File: src/rtl/sim_run_ctrl.sv
// Run sequencer between the simulation top and SimTop: reset release, host init,
// step handshakes with the host, and end-of-sim dump/finish. Step limit: SIM_RUN_CTRL_STEP_LIMIT_EN.
//
// state | meaning
// HOLD  | dut_reset high, counting RESET_CYCLES clocks
// INIT  | one-cycle host init request
// RUN   | idle; issue a step from difftest_step or the pending count
// WAIT  | step_req outstanding, waiting for the host response
// DUMP  | perf_dump window of DUMP_CYCLES clocks
// DONE  | finish and trap_code held until reset
module sim_run_ctrl #(
    parameter int RESET_CYCLES = 50,
    parameter int DUMP_CYCLES  = 25,
    parameter int PEND_W       = 4
) (
    input  logic        clock,
    input  logic        reset,
    input  logic [63:0] cfg_max_cycles,
`ifdef SIM_RUN_CTRL_STEP_LIMIT_EN
    input  logic [63:0] cfg_max_steps,
    output logic [63:0] steps,
`endif
    input  logic        difftest_step,
    output logic        dut_reset,
    output logic        init_req,
    output logic        step_req,
    input  logic        step_rsp_valid,
    input  logic [7:0]  step_rsp_trap,
    output logic        perf_dump,
    output logic        finish,
    output logic [7:0]  trap_code,
    output logic [63:0] cycles,
    output logic        pend_ovf
);

    typedef enum logic [2:0] {
        S_HOLD,
        S_INIT,
        S_RUN,
        S_WAIT,
        S_DUMP,
        S_DONE
    } state_t;

    localparam int HOLD_W = $clog2(RESET_CYCLES + 1);
    localparam int DUMP_W = $clog2(DUMP_CYCLES + 1);
    localparam logic [HOLD_W-1:0] HOLD_LAST = HOLD_W'(RESET_CYCLES - 1);
    localparam logic [DUMP_W-1:0] DUMP_LOAD = DUMP_W'(DUMP_CYCLES - 1);
    localparam logic [PEND_W-1:0] PEND_MAX  = '1;
    localparam logic [7:0]        TRAP_TIMEOUT = 8'hFE;
    localparam logic [7:0]        TRAP_STEPLIM = 8'h09;

    state_t             r_state, w_state_nxt;
    logic [HOLD_W-1:0]  r_hold_cnt, w_hold_cnt_nxt;
    logic [DUMP_W-1:0]  r_dump_cnt, w_dump_cnt_nxt;
    logic [PEND_W-1:0]  r_pend, w_pend_nxt;
    logic               r_pend_ovf, w_pend_ovf_nxt;
    logic               r_step_req, w_step_req_nxt;
    logic               r_perf_dump, w_perf_dump_nxt;
    logic               r_finish, w_finish_nxt;
    logic [7:0]         r_trap_code, w_trap_code_nxt;
    logic               r_dut_reset, w_dut_reset_nxt;
    logic               r_init_req, w_init_req_nxt;
    logic [63:0]        r_cycles;
    logic               w_cyc_en;
    logic               w_timeout;
`ifdef SIM_RUN_CTRL_STEP_LIMIT_EN
    logic [63:0]        r_steps, w_steps_nxt;
`endif

    assign w_timeout = (cfg_max_cycles != 64'd0) && (r_cycles == cfg_max_cycles);
    assign w_cyc_en  = (r_state == S_INIT) || (r_state == S_RUN) || (r_state == S_WAIT);

    always_comb begin
        w_state_nxt     = r_state;
        w_hold_cnt_nxt  = r_hold_cnt;
        w_dump_cnt_nxt  = r_dump_cnt;
        w_pend_nxt      = r_pend;
        w_pend_ovf_nxt  = r_pend_ovf;
        w_step_req_nxt  = r_step_req;
        w_perf_dump_nxt = r_perf_dump;
        w_finish_nxt    = r_finish;
        w_trap_code_nxt = r_trap_code;
        w_dut_reset_nxt = r_dut_reset;
        w_init_req_nxt  = 1'b0;
`ifdef SIM_RUN_CTRL_STEP_LIMIT_EN
        w_steps_nxt     = r_steps;
`endif

        case (r_state)
            S_HOLD: begin
                if (r_hold_cnt == HOLD_LAST) begin
                    w_dut_reset_nxt = 1'b0;
                    w_init_req_nxt  = 1'b1;
                    w_state_nxt     = S_INIT;
                end else begin
                    w_hold_cnt_nxt = r_hold_cnt + 1'b1;
                end
            end

            S_INIT: begin
                w_state_nxt = S_RUN;
                if (difftest_step) begin
                    if (r_pend == PEND_MAX) w_pend_ovf_nxt = 1'b1;
                    else                    w_pend_nxt     = r_pend + 1'b1;
                end
            end

            S_RUN: begin
                if (w_timeout) begin
                    w_trap_code_nxt = TRAP_TIMEOUT;
                    w_perf_dump_nxt = 1'b1;
                    w_dump_cnt_nxt  = DUMP_LOAD;
                    w_state_nxt     = S_DUMP;
`ifdef SIM_RUN_CTRL_STEP_LIMIT_EN
                end else if ((cfg_max_steps != 64'd0) && (r_steps >= cfg_max_steps)) begin
                    w_trap_code_nxt = TRAP_STEPLIM;
                    w_perf_dump_nxt = 1'b1;
                    w_dump_cnt_nxt  = DUMP_LOAD;
                    w_state_nxt     = S_DUMP;
`endif
                end else if (difftest_step || (r_pend != '0)) begin
                    // a new step alongside pending ones leaves the count unchanged
                    w_step_req_nxt = 1'b1;
                    w_state_nxt    = S_WAIT;
                    if (!difftest_step) w_pend_nxt = r_pend - 1'b1;
                end
            end

            S_WAIT: begin
                if (difftest_step) begin
                    if (r_pend == PEND_MAX) w_pend_ovf_nxt = 1'b1;
                    else                    w_pend_nxt     = r_pend + 1'b1;
                end
                if (w_timeout) begin
                    w_step_req_nxt  = 1'b0;
                    w_trap_code_nxt = TRAP_TIMEOUT;
                    w_perf_dump_nxt = 1'b1;
                    w_dump_cnt_nxt  = DUMP_LOAD;
                    w_state_nxt     = S_DUMP;
                end else if (step_rsp_valid) begin
                    w_step_req_nxt = 1'b0;
                    if (step_rsp_trap != 8'h00) begin
                        w_trap_code_nxt = step_rsp_trap;
                        w_perf_dump_nxt = 1'b1;
                        w_dump_cnt_nxt  = DUMP_LOAD;
                        w_state_nxt     = S_DUMP;
                    end else begin
`ifdef SIM_RUN_CTRL_STEP_LIMIT_EN
                        w_steps_nxt = r_steps + 64'd1;
                        if ((cfg_max_steps != 64'd0) && ((r_steps + 64'd1) >= cfg_max_steps)) begin
                            w_trap_code_nxt = TRAP_STEPLIM;
                            w_perf_dump_nxt = 1'b1;
                            w_dump_cnt_nxt  = DUMP_LOAD;
                            w_state_nxt     = S_DUMP;
                        end else begin
                            w_state_nxt = S_RUN;
                        end
`else
                        w_state_nxt = S_RUN;
`endif
                    end
                end
            end

            S_DUMP: begin
                if (r_dump_cnt == '0) begin
                    w_perf_dump_nxt = 1'b0;
                    w_finish_nxt    = 1'b1;
                    w_state_nxt     = S_DONE;
                end else begin
                    w_dump_cnt_nxt = r_dump_cnt - 1'b1;
                end
            end

            S_DONE: begin
                w_state_nxt = S_DONE;
            end

            default: begin
                w_state_nxt = S_HOLD;
            end
        endcase
    end

    always_ff @(posedge clock or posedge reset) begin
        if (reset) begin
            r_state     <= S_HOLD;
            r_hold_cnt  <= '0;
            r_dump_cnt  <= '0;
            r_pend      <= '0;
            r_pend_ovf  <= 1'b0;
            r_step_req  <= 1'b0;
            r_perf_dump <= 1'b0;
            r_finish    <= 1'b0;
            r_trap_code <= 8'h00;
            r_dut_reset <= 1'b1;
            r_init_req  <= 1'b0;
            r_cycles    <= 64'd0;
`ifdef SIM_RUN_CTRL_STEP_LIMIT_EN
            r_steps     <= 64'd0;
`endif
        end else begin
            r_state     <= w_state_nxt;
            r_hold_cnt  <= w_hold_cnt_nxt;
            r_dump_cnt  <= w_dump_cnt_nxt;
            r_pend      <= w_pend_nxt;
            r_pend_ovf  <= w_pend_ovf_nxt;
            r_step_req  <= w_step_req_nxt;
            r_perf_dump <= w_perf_dump_nxt;
            r_finish    <= w_finish_nxt;
            r_trap_code <= w_trap_code_nxt;
            r_dut_reset <= w_dut_reset_nxt;
            r_init_req  <= w_init_req_nxt;
            if (w_cyc_en && (r_cycles != '1)) r_cycles <= r_cycles + 64'd1;
`ifdef SIM_RUN_CTRL_STEP_LIMIT_EN
            r_steps     <= w_steps_nxt;
`endif
        end
    end

    assign dut_reset = r_dut_reset;
    assign init_req  = r_init_req;
    assign step_req  = r_step_req;
    assign perf_dump = r_perf_dump;
    assign finish    = r_finish;
    assign trap_code = r_trap_code;
    assign cycles    = r_cycles;
    assign pend_ovf  = r_pend_ovf;
`ifdef SIM_RUN_CTRL_STEP_LIMIT_EN
    assign steps     = r_steps;
`endif

endmodule

File: config.mk
export PLATFORM = sky130hd
export DESIGN_NAME = sim_run_ctrl
export DESIGN_NICKNAME = d
export VERILOG_FILES = /design/src/rtl/sim_run_ctrl.sv
export SDC_FILE = /design/constraint.sdc
export NUM_CORES = 1
export LEC_CHECK = 0
export CORE_MARGIN = 4
export CORE_UTILIZATION = 40
export CTS_BUF_LIST = sky130_fd_sc_hd__clkbuf_4
export DETAILED_ROUTE_END_ITERATION = 6
export GPL_ROUTABILITY_DRIVEN = 0
export PLACE_DENSITY_LB_ADDON = 0.12
export SLEW_MARGIN = 25
export SYNTH_ARGS = -nofsm -noshare
export SYNTH_HDL_FRONTEND = slang
export SYNTH_SLANG_ARGS = --single-unit
File: constraint.sdc
create_clock -name clock -period 4.79 [get_ports clock]
set_clock_uncertainty 0.15 [all_clocks]
set_input_delay 0.958 -clock clock [delete_from_list [all_inputs] [get_ports clock]]
set_output_delay 0.958 -clock clock [all_outputs]
set_load 0.01 [all_outputs]
== Word level (Yosys, flattened, before mapping) ==
Cells that the tools add are included.

* Output and inout bits: 78
* Flip-flop bits (word level): 96
* Input bits: 76
* Word-level logic and storage cells: 101

* Add/sub/neg operators: 5
* Mux-type cells: 38
* Bitwise operators: 1
* Reductions and logical operators: 24
* Equal/unequal tests: 21

{| class="wikitable"
|+ Operator list
! cell !! number
|-
| $add A64 B1 Y64 const B || 1
|-
| $eq A64 B64 Y1 || 1
|-
| $ne A64 B64 Y1 const B || 1
|-
| $reduce_bool A64 Y1 || 1
|-
| $mux W8 || 4
|-
| $mux W5 || 5
|-
| $mux W3 || 7
|-
| $mux W4 || 5
|-
| $pmux W3 S6 || 1
|-
| $pmux W8 S2 || 1
|-
| $pmux W5 S3 || 1
|-
| $ne A2 B2 Y1 const B || 7
|-
| $reduce_and A4 Y1 || 3
|-
| $mux W1 || 11
|-
| $reduce_and A5 Y1 || 2
|-
| $pmux W4 S2 || 1
|-
| $reduce_bool A8 Y1 || 1
|-
| $add A6 B1 Y6 const B || 1
|-
| $eq A3 B2 Y1 const B || 2
|-
| $eq A3 B3 Y1 const B || 2
|-
| $eq A6 B6 Y1 const B || 1
|-
| $ne A3 B2 Y1 const B || 2
|-
| $reduce_and A2 Y1 || 3
|-
| $reduce_and A6 Y1 || 1
|-
| other kinds (19) || 24
|}

== Depth between registers and ports, before layout ==
Gate-level depths: netlist (run 1).

* Word-level depth: 5
* Depth in mapped cells: 11
* Depth with buffers taken out: 9

== Worst setup path after synthesis (run 1) ==
OpenSTA, ideal clock, no wires.

* Path type: register to register
* Start point: register r_cycles[29] (netlist: cycles[29])
* End point: register r_cycles[4] (netlist: cycles[4])
* Cell stages (with the launch flop): 9
* Period minus slack after synthesis: 2,840 ps
* Setup slack: 1,950 ps
* Data required time: 4,511 ps
* Setup time: 129 ps
* Buffers on the path: 1
* Arrival time: 2,561 ps
* Path through: dfrtp_1 > buf_2 > nand4_2 > nor4_4 > or4b_1 > or4b_4 > and3_4 > and3_1 > xor2_1

* Longest elaborated chain between the ends: 2

{| class="wikitable"
|+ RTL lines
! what !! line !! text
|-
| from (decl) || 64 || <nowiki>logic [63:0] r_cycles;</nowiki>
|-
| from (signal assigned) || 215 || <nowiki>if (w_cyc_en && (r_cycles != '1)) r_cycles <= r_cycles + 64'd1;</nowiki>
|-
| $ne A64 B64 Y1 || 215 ||
|-
| $logic_and A1 B1 Y1 || 215 ||
|}

Every way passes these cells.
A chain may end at the register's enable or synchronous reset.

== Worst setup path after layout (run 1) ==
* Start point: input cfg_max_cycles[20]
* End point: register r_dump_cnt[3]

* Longest elaborated chain between the ends: 4
* Elaborated cells between the ends (all ways): 9
* Those cells by class: eq/ne (4); mux (2); reduce/logical (3)

{| class="wikitable"
|+ RTL lines
! what !! line !! text
|-
| from (decl) || 18 || <nowiki>input logic [63:0] cfg_max_cycles,</nowiki>
|-
| $eq A64 B64 Y1 / $reduce_bool A64 Y1 (equally long branches) || 71 || <nowiki>assign w_timeout = (cfg_max_cycles != 64'd0) && (r_cycles == cfg_max_cycles);</nowiki>
|-
| $logic_and A1 B1 Y1 (*) || 71 ||
|-
| $ne A3 B2 Y1 (no line), or another cell as far along || - ||
|-
| $reduce_and A5 Y1 (no line) / $pmux W5 S3 (equally long branches) || - ||
|-
| to (signal assigned) || 206 || <nowiki>r_dump_cnt <= w_dump_cnt_nxt;</nowiki>
|-
| to (decl) || 55 || <nowiki>logic [DUMP_W-1:0] r_dump_cnt, w_dump_cnt_nxt;</nowiki>
|}

Every way passes the cells marked *; elsewhere a longest branch is shown, timed or not.

==> impl_results.md, run 1 <==
* Critical path's top delay family: simple AND/OR/NAND/NOR gates
* Unique masters post-synth at 57
* N_diodes at 0
* Crit Path Class: primary input to flop
* Fraction of the mapped netlist area in compound gates at 0.0550
* Synth Register Bits at 96
* Switching Fraction at 0.356
* CTS tree: done
* Synthesized instance count at 540
* Synthesis Warnings at 0
* P_int at 0.00157 W
* Crit path launch type: primary input
* Global-route wire length before repair at 26500 µm
* Starting Density at 0.411
* Logic pwr share at 0.359
* Critical path peak fanout at 15
* Fin util at 0.551
* # setup viols final at 0
* H-tree levels at 3
* Min-delay worst type: flop to flop
* Worst path max stage delay at around 0.57 ns
* Post-synth top flop: dfrtp_1
* Pre-CTS setup slack at 0.782 ns
* ANT nets after route at 0
* FF-to-FF setup slack at 1.46 ns
* Hold Vio Cnt, Final at 0
* Final nets at 781
* Clock power share at 0.183
* Final min period at 3.55 ns
* Adder-cell share of the synthesized area at 0.0197
* Post_cts resized at 0
* Rel. slew slack at 0.416
* Final std cells w/o fill at 878
* Fraction of registers with async set or reset after synthesis at 1.00
* Sequential share of power at 0.458
* Initial antenna violation count at 0
* Crit path required time at 5.03 ns
* Post-synthesis sequential area ratio at 0.440
* # hold bufs at CTS at 0
* HPWL after DPL at 14000 µm
* Pin count of the biggest net entering global routing at 50
* CP max stage cell: nor4_1
* Critical path arrival at between 3 and 4 ns
* Worst Setup Slack, final at around 1.2 ns
* Setup bufs post-CTS at 0
* Max-slew violation count at 0
* Std cell rows at 42
* Chip height at 125 µm
* Synth Cell Area at 5460 µm²
* Vias in the first global route at 4770
* Synthesized net count at 624
* CTS sink count at 96
* Worst Max-Slew Pin Slew at about 0.87 ns
* Share of cells above drive strength 1 at 0.0470
* CTS Buffer Depth at 2
* IO Pins at around 150
* CP endpoint kind: flop
* Clk pin slew, worst setup/hold paths at 0.15 ns
* GRT Overall Usage at 0.218
* WP buf/inv at 1
* Syn-to-layout area delta at 34.2%
* Area contributors post-synth: dfrtp_1 (44%), xnor2_1 (17%), nand4_1 (4.8%)
* Total of max-cap violations at 0
* Vias per inst at 5.44
* Period utilisation layout at 0.741
* Switch Pwr at 0.000870 W
* Mux cell area share after synthesis at 0.00619
* Core ar. at 13300 µm²
* Post-synthesis xor/xnor area fraction at 0.213
* Largest family of logic cells by synthesized area: simple AND/OR/NAND/NOR gates
* Final setup TNS at 0 ns
* Post-Synth Simple-Gate Area at 0.243
* Die area at 15600 µm²
* Critical path cell sequence: clkdlybuf4s50_1 > nor4_1 > nand4_1 > nor4_1 > nor2_1 > o21a_1 > o311a_1
* Overall via count from detail_route at 4773
* Inst Count DP at ~860
* Outcome: finished clean
* CP dominant cell by count: nor4_1
* Post-synth top area share at 0.436
* Post-synth top area cell: dfrtp_1
* Die W at 125 µm
* Max Clk Rate at between 0.2 and 0.3 GHz
* Leak at 2.86 nW
* Num CTS Buffers at 9
* Count of flip-flops with a built-in enable after synthesis at 0
* Clock root cell: clkbuf_4
* DR pass1 iterations at 5
* RSZ-0062 raised after global routing: false
* Post-Route WL at 17300 µm
* Clock Latency Late Sink at 0.49 ns
* Remaining DRCs at 0
* Syn Area/Cell at 10.1 µm²
* DRT iter0 DRCs at between 300 and 400
* Wirelength per Cell at between 15 and 20 µm
* Remaining Overflow, GRT at 0
* Pwr Density at 334 nW/µm²
* # port buffers at 153
* Worst vdd ir at 0.186 mV
[final timing paths]
kind,from,to,cells after the start
setup / recovery,cfg_max_cycles[20],r_dump_cnt[3]$_DFFE_PP0P_,7
hold / removal,finish$_DFFE_PP0P_,finish$_DFFE_PP0P_,1
setup reg to reg,cycles[29]$_DFFE_PP0P_,cycles[42]$_DFFE_PP0P_,7
hold reg to reg,finish$_DFFE_PP0P_,finish$_DFFE_PP0P_,1
max in group asynchronous,reset,cycles[14]$_DFFE_PP0P_,3
min in group asynchronous,reset,r_hold_cnt[2]$_DFFE_PP0P_,2
[kinds of logic after synthesis]
| logic type | Yosys count |
|---|---|
| AO/OA/AOI/OAI | 40 |
| flip-flops | 96 |
| multiplexers | 3 |
| AND/OR/NAND/NOR | 231 |
| XOR/XNOR | 133 |
| adder cells (fa/ha/maj) | 8 |
| buffers and inverters | 29 |
[routing by layer]
layer	vias to the layer above	wire length, µm	GRT usage
met5	-	0	0
met4	0	486	0.0886
met3	30	911	0.0412
met2	146	8210	0.345
met1	2345	7700	0.295
li1	2252	-	-
[layout make-up]
| type | count | area, µm² |
|---|---|---|
| fillers | 1217 | 5970 |
| repair buffers | 154 | 1550 |
| well taps | 176 | 220 |
| clock inverters | 6 | 60.1 |
| multi-input cells | 415 | 2930 |
| clock buffers | 10 | 75.1 |
| inverters | 21 | 80.1 |
| flip-flops and latches | 96 | 2400 |
[cells in the mapped netlist (all sizes together) (2+ instances only)]
library cell,n
inv,21
buf,3
a21oi,5
o22ai,3
nand3,28
nor2b,2
or4,4
nand4,43
o21ai,6
o22a,7
and4,8
nor2,29
clkbuf,5
mux2,3
a21o,2
and3,13
or4b,2
xor2,26
nand2b,2
o31ai,3
o31a,2
nor3,18
and2,7
o311a,2
ha,7
xnor2,107
or3,5
or2,3
o21a,3
nand2,36
nor4,28
dfrtp,95
[through the flow]
stage	hold WS (ns)	area, µm²	total power (W)
floorplan	0.292	5460	0.00163
global placement	0.303	7190	0.00198
detailed placement	0.307	7190	0.00201
CTS	0.339	7320	0.00246
global route	0.353	7320	0.00260
finish	0.334	7320	0.00244
[cell usage in the layout (no fill, tap or decap), types with 2 or more instances in the layout]
cell type	count
clkinv_2	2
xor2_1	26
nand3_2	2
and3_1	12
nor4_1	27
nand4_1	42
o22ai_1	3
nor3_1	16
nor2_1	28
clkinv_4	2
dfrtp_1	95
clkdlybuf4s50_1	153
o21ai_0	5
o22a_1	7
a21o_1	2
mux2_2	3
nand3_1	26
xnor2_1	107
nand2b_1	2
clkbuf_4	10
o21a_1	3
o31a_1	2
and2_1	6
or2_2	2
a21oi_1	5
nand2_1	36
or4_1	4
o311a_1	2
clkinv_1	2
inv_1	20
o31ai_1	3
nor2b_1	2
or3_1	5
and4_1	8
ha_1	7
[power groups by stage]
stage	clock [W]	combinational (W)	sequential, W
2_1_floorplan	0	0.000515	0.00112
3_3_place_gp	0	0.000857	0.00113
3_5_place_dp	0	0.000879	0.00113
4_1_cts	0.000459	0.000881	0.00112
5_1_grt	0.000492	0.000966	0.00114
6_report	0.000448	0.000877	0.00112
[sequential cells by signal (all words and copies together) (netlist names)]
| name | count |
|---|---|
| r_dump_cnt | 5 |
| r_pend | 4 |
| dut_reset | 1 |
| r_hold_cnt | 6 |
| init_req | 1 |
| cycles | 64 |
| step_req | 1 |
| finish | 1 |
| pend_ovf | 1 |
| perf_dump | 1 |
| trap_code | 8 |
| r_state | 3 |
(Power assumes the default switching activity.)
==> inputs of run 2 (changes only) <==
clock period = 3.33 ns   (was 4.79 ns; I/O delays follow)
==> run 2 against run 1 <==
Global-route usage grew 0.34 points. Die area unchanged. Via count up 3.2%. Non-clock buffer count grew 30. Critical path depth grew 1. Count of clock-buffer cells in the layout rose by 1. Sequential power is 43% higher. Final cell count is 3.4% higher. Combinational power up 49%. Worst hold slack better by 0.00072 ns. Sequential cell count unchanged. Largest cell class unchanged. Largest power group unchanged. Highest routed layer unchanged.
==> impl_results.md, run 2 (synthesis gave the netlist of run 1 again) <==
* WP buf/inv at 2 (+1)
* N_diodes at 0 (unchanged)
* Initial antenna violation count at 0 (unchanged)
* Worst vdd ir at 0.281 mV (+51%)
* Switch Pwr at 0.00124 W (+43%)
* Sequential share of power at 0.462 (+0.004)
* CP dominant cell by count: nor4_1
* RSZ-0062 raised after global routing: false
* Critical path peak fanout at 5 (-10)
* Die W at 125 µm (unchanged)
* DRT iter0 DRCs at 450 (+20%)
* Max Clk Rate at 0.308 GHz
* Clk pin slew, worst setup/hold paths at 0.14 ns (about the same)
* Syn-to-layout area delta at 38.0%
* CTS tree: done
* Logic pwr share at 0.379 (+0.020)
* Period utilisation layout at 0.975
* Final setup TNS at 0 ns (unchanged)
* HPWL after DPL at 14200 µm (+1.4%)
* Vias in the first global route at 4942 (+3.6%)
* Clock power share at 0.159 (-0.024)
* # hold bufs at CTS at 0 (unchanged)
* Core ar. at 13300 µm² (unchanged)
* Crit path required time at 3.53 ns (-1.50 ns)
* CTS Buffer Depth at 2 (unchanged)
* Num CTS Buffers at 9 (unchanged)
* CP endpoint kind: flop
* Remaining DRCs at 0 (unchanged)
* Final hold slack at 0.335 ns (+0.000716 ns)
* CTS sink count at 96 (unchanged)
* Final nets at 811 (+3.8%)
* Most common cell after layout, fill and taps aside: clkdlybuf4s50_1
* # port buffers at 153 (unchanged)
* IO Pins at 154 (unchanged)
* Worst Max-Slew Pin Slew at 0.824 ns (-0.0512 ns)
* Share of cells above drive strength 1 at 0.0847 (+0.0377)
* Post_cts resized at 0 (unchanged)
* Pwr Density at 461 nW/µm² (+38%)
* Wirelength per Cell at 19.1 µm (-3.1%)
* Filler cells at 1223 (+0.49%)
* CP max stage cell: nor4_1
* Min-delay worst type: flop to flop
* P_int at 0.00222 W (+41%)
* Overall via count from detail_route at 4928 (+3.2%)
* Max-slew violation count at 0 (unchanged)
* Switching Fraction at 0.359 (+0.00256)
* Worst path max stage delay at 0.54 ns (-0.03 ns)
* Hold Vio Cnt, Final at 0 (unchanged)
* Pin count of the biggest net entering global routing at 39 (-22%)
* Global-route wire length before repair at 27300 µm (+3.0%)
* Clock root cell: clkbuf_4
* Final min period at 3.25 ns
* DR pass1 iterations at 5 (unchanged)
* Crit Path Class: primary input to flop
* Chip height at 125 µm (unchanged)
* Outcome: finished clean
* Critical path's top delay family: simple AND/OR/NAND/NOR gates
* Remaining Overflow, GRT at 0 (unchanged)
* Leak at 3.00 nW (+5.0%)
* Clock Latency Late Sink at 0.46 ns (-0.03 ns)
* Most frequent cells in the layout: clkdlybuf4s50_1 (153), xnor2_1 (107), dfrtp_1 (95)
* Vias per inst at 5.43 (-0.16%)
* Starting Density at 0.411 (unchanged)
* Post-Route WL at 17300 µm (+0.21%)
* Max reg flops at 64 (unchanged)
* Setup bufs post-CTS at 0 (unchanged)
* Std cell rows at 42 (unchanged)
* Rel. slew slack at 0.447 (+0.0306)
* Total of max-cap violations at 0 (unchanged)
* GRT Overall Usage at 0.222 (+0.00343)
* ANT nets after route at 0 (unchanged)
* Critical path arrival at 3.45 ns (-0.34 ns)
* Die area at 15600 µm² (unchanged)
* H-tree levels at 3 (unchanged)
* # setup viols final at 0 (unchanged)
* Crit path launch type: primary input
* Critical path cell sequence: clkdlybuf4s50_1 > nor4_1 > buf_4 > nand4_1 > nor4_1 > nor2_1 > o31ai_1 > mux2_2
==> run 2: layer usage <==
| layer | wire length (µm) | vias up | part of all wire | track usage |
|---|---|---|---|---|
| met5 | 0 | - | 0 | 0 |
| met4 | 440 | 0 | 0.025 | 0.0810 |
| met3 | 1030 | 36 | 0.059 | 0.0433 |
| met2 | 8390 | 183 | 0.48 | 0.353 |
| met1 | 7480 | 2402 | 0.43 | 0.301 |
| li1 | - | 2307 | - | - |
==> run 2: power groups by stage <==
| stage | clock [W] | combinational, W | sequential (W) |
|---|---|---|---|
| after floorplan | 0 | 0.000741 | 0.00161 |
| after global placement | 0 | 0.00129 | 0.00161 |
| after detailed placement | 0 | 0.00132 | 0.00163 |
| after CTS | 0.000577 | 0.00132 | 0.00160 |
| after global routing | 0.000621 | 0.00145 | 0.00164 |
| final | 0.000553 | 0.00131 | 0.00160 |
==> run 2: worst register-to-register path: cells and delay by family (launching register included) <==
family / cells / cell delay (ns)
and+or+nand+nor: 6 / 2.14
DFF: 1 / 0.50
xor gates and xnor gates: 1 / 0.16
==> run 2: final timing paths <==
kind	from	endpoint	slack, ns	depth (start not counted)
setup / recovery	cfg_max_cycles[34]	r_pend[0]$_DFFE_PP0P_	0.08	8
hold / removal	finish$_DFFE_PP0P_	finish$_DFFE_PP0P_	0.33	1
setup reg to reg	cycles[11]$_DFFE_PP0P_	cycles[33]$_DFFE_PP0P_	0.26	7
hold reg to reg	finish$_DFFE_PP0P_	finish$_DFFE_PP0P_	0.33	1
max in group asynchronous	reset	cycles[9]$_DFFE_PP0P_	1.84	3
min in group asynchronous	reset	r_hold_cnt[2]$_DFFE_PP0P_	0.44	2
==> run 2: metrics by stage <==
stage,util,setup WS [ns],cells,cell area [µm²],total power (W)
2_1_floorplan,-,0.0103,540,5460,0.00235
3_3_place_gp,0.559,-0.328,892,7430,0.00290
3_5_place_dp,0.559,-0.370,892,7430,0.00294
4_1_cts,0.567,0.125,908,7530,0.00350
5_1_grt,0.567,0.0525,908,7530,0.00371
6_report,0.567,0.0822,908,7530,0.00347
==> run 2: area by class of cell <==
type,instances,area (µm²),area share
multi-input cells,415,2930,0.389
flip-flops and latches,96,2400,0.319
repair buffers,184,1790,0.238
well taps,176,220,0.0292
clock buffers,11,82.6,0.0110
inverters,21,80.1,0.0106
clock inverters,5,23.8,0.00316
==> inputs of run 3 (changes only) <==
CTS_CLUSTER_DIAMETER = 150   (was default)
==> results of run 3 <==
Same layout as run 2: the final DEF is identical, and so are final timing and power.
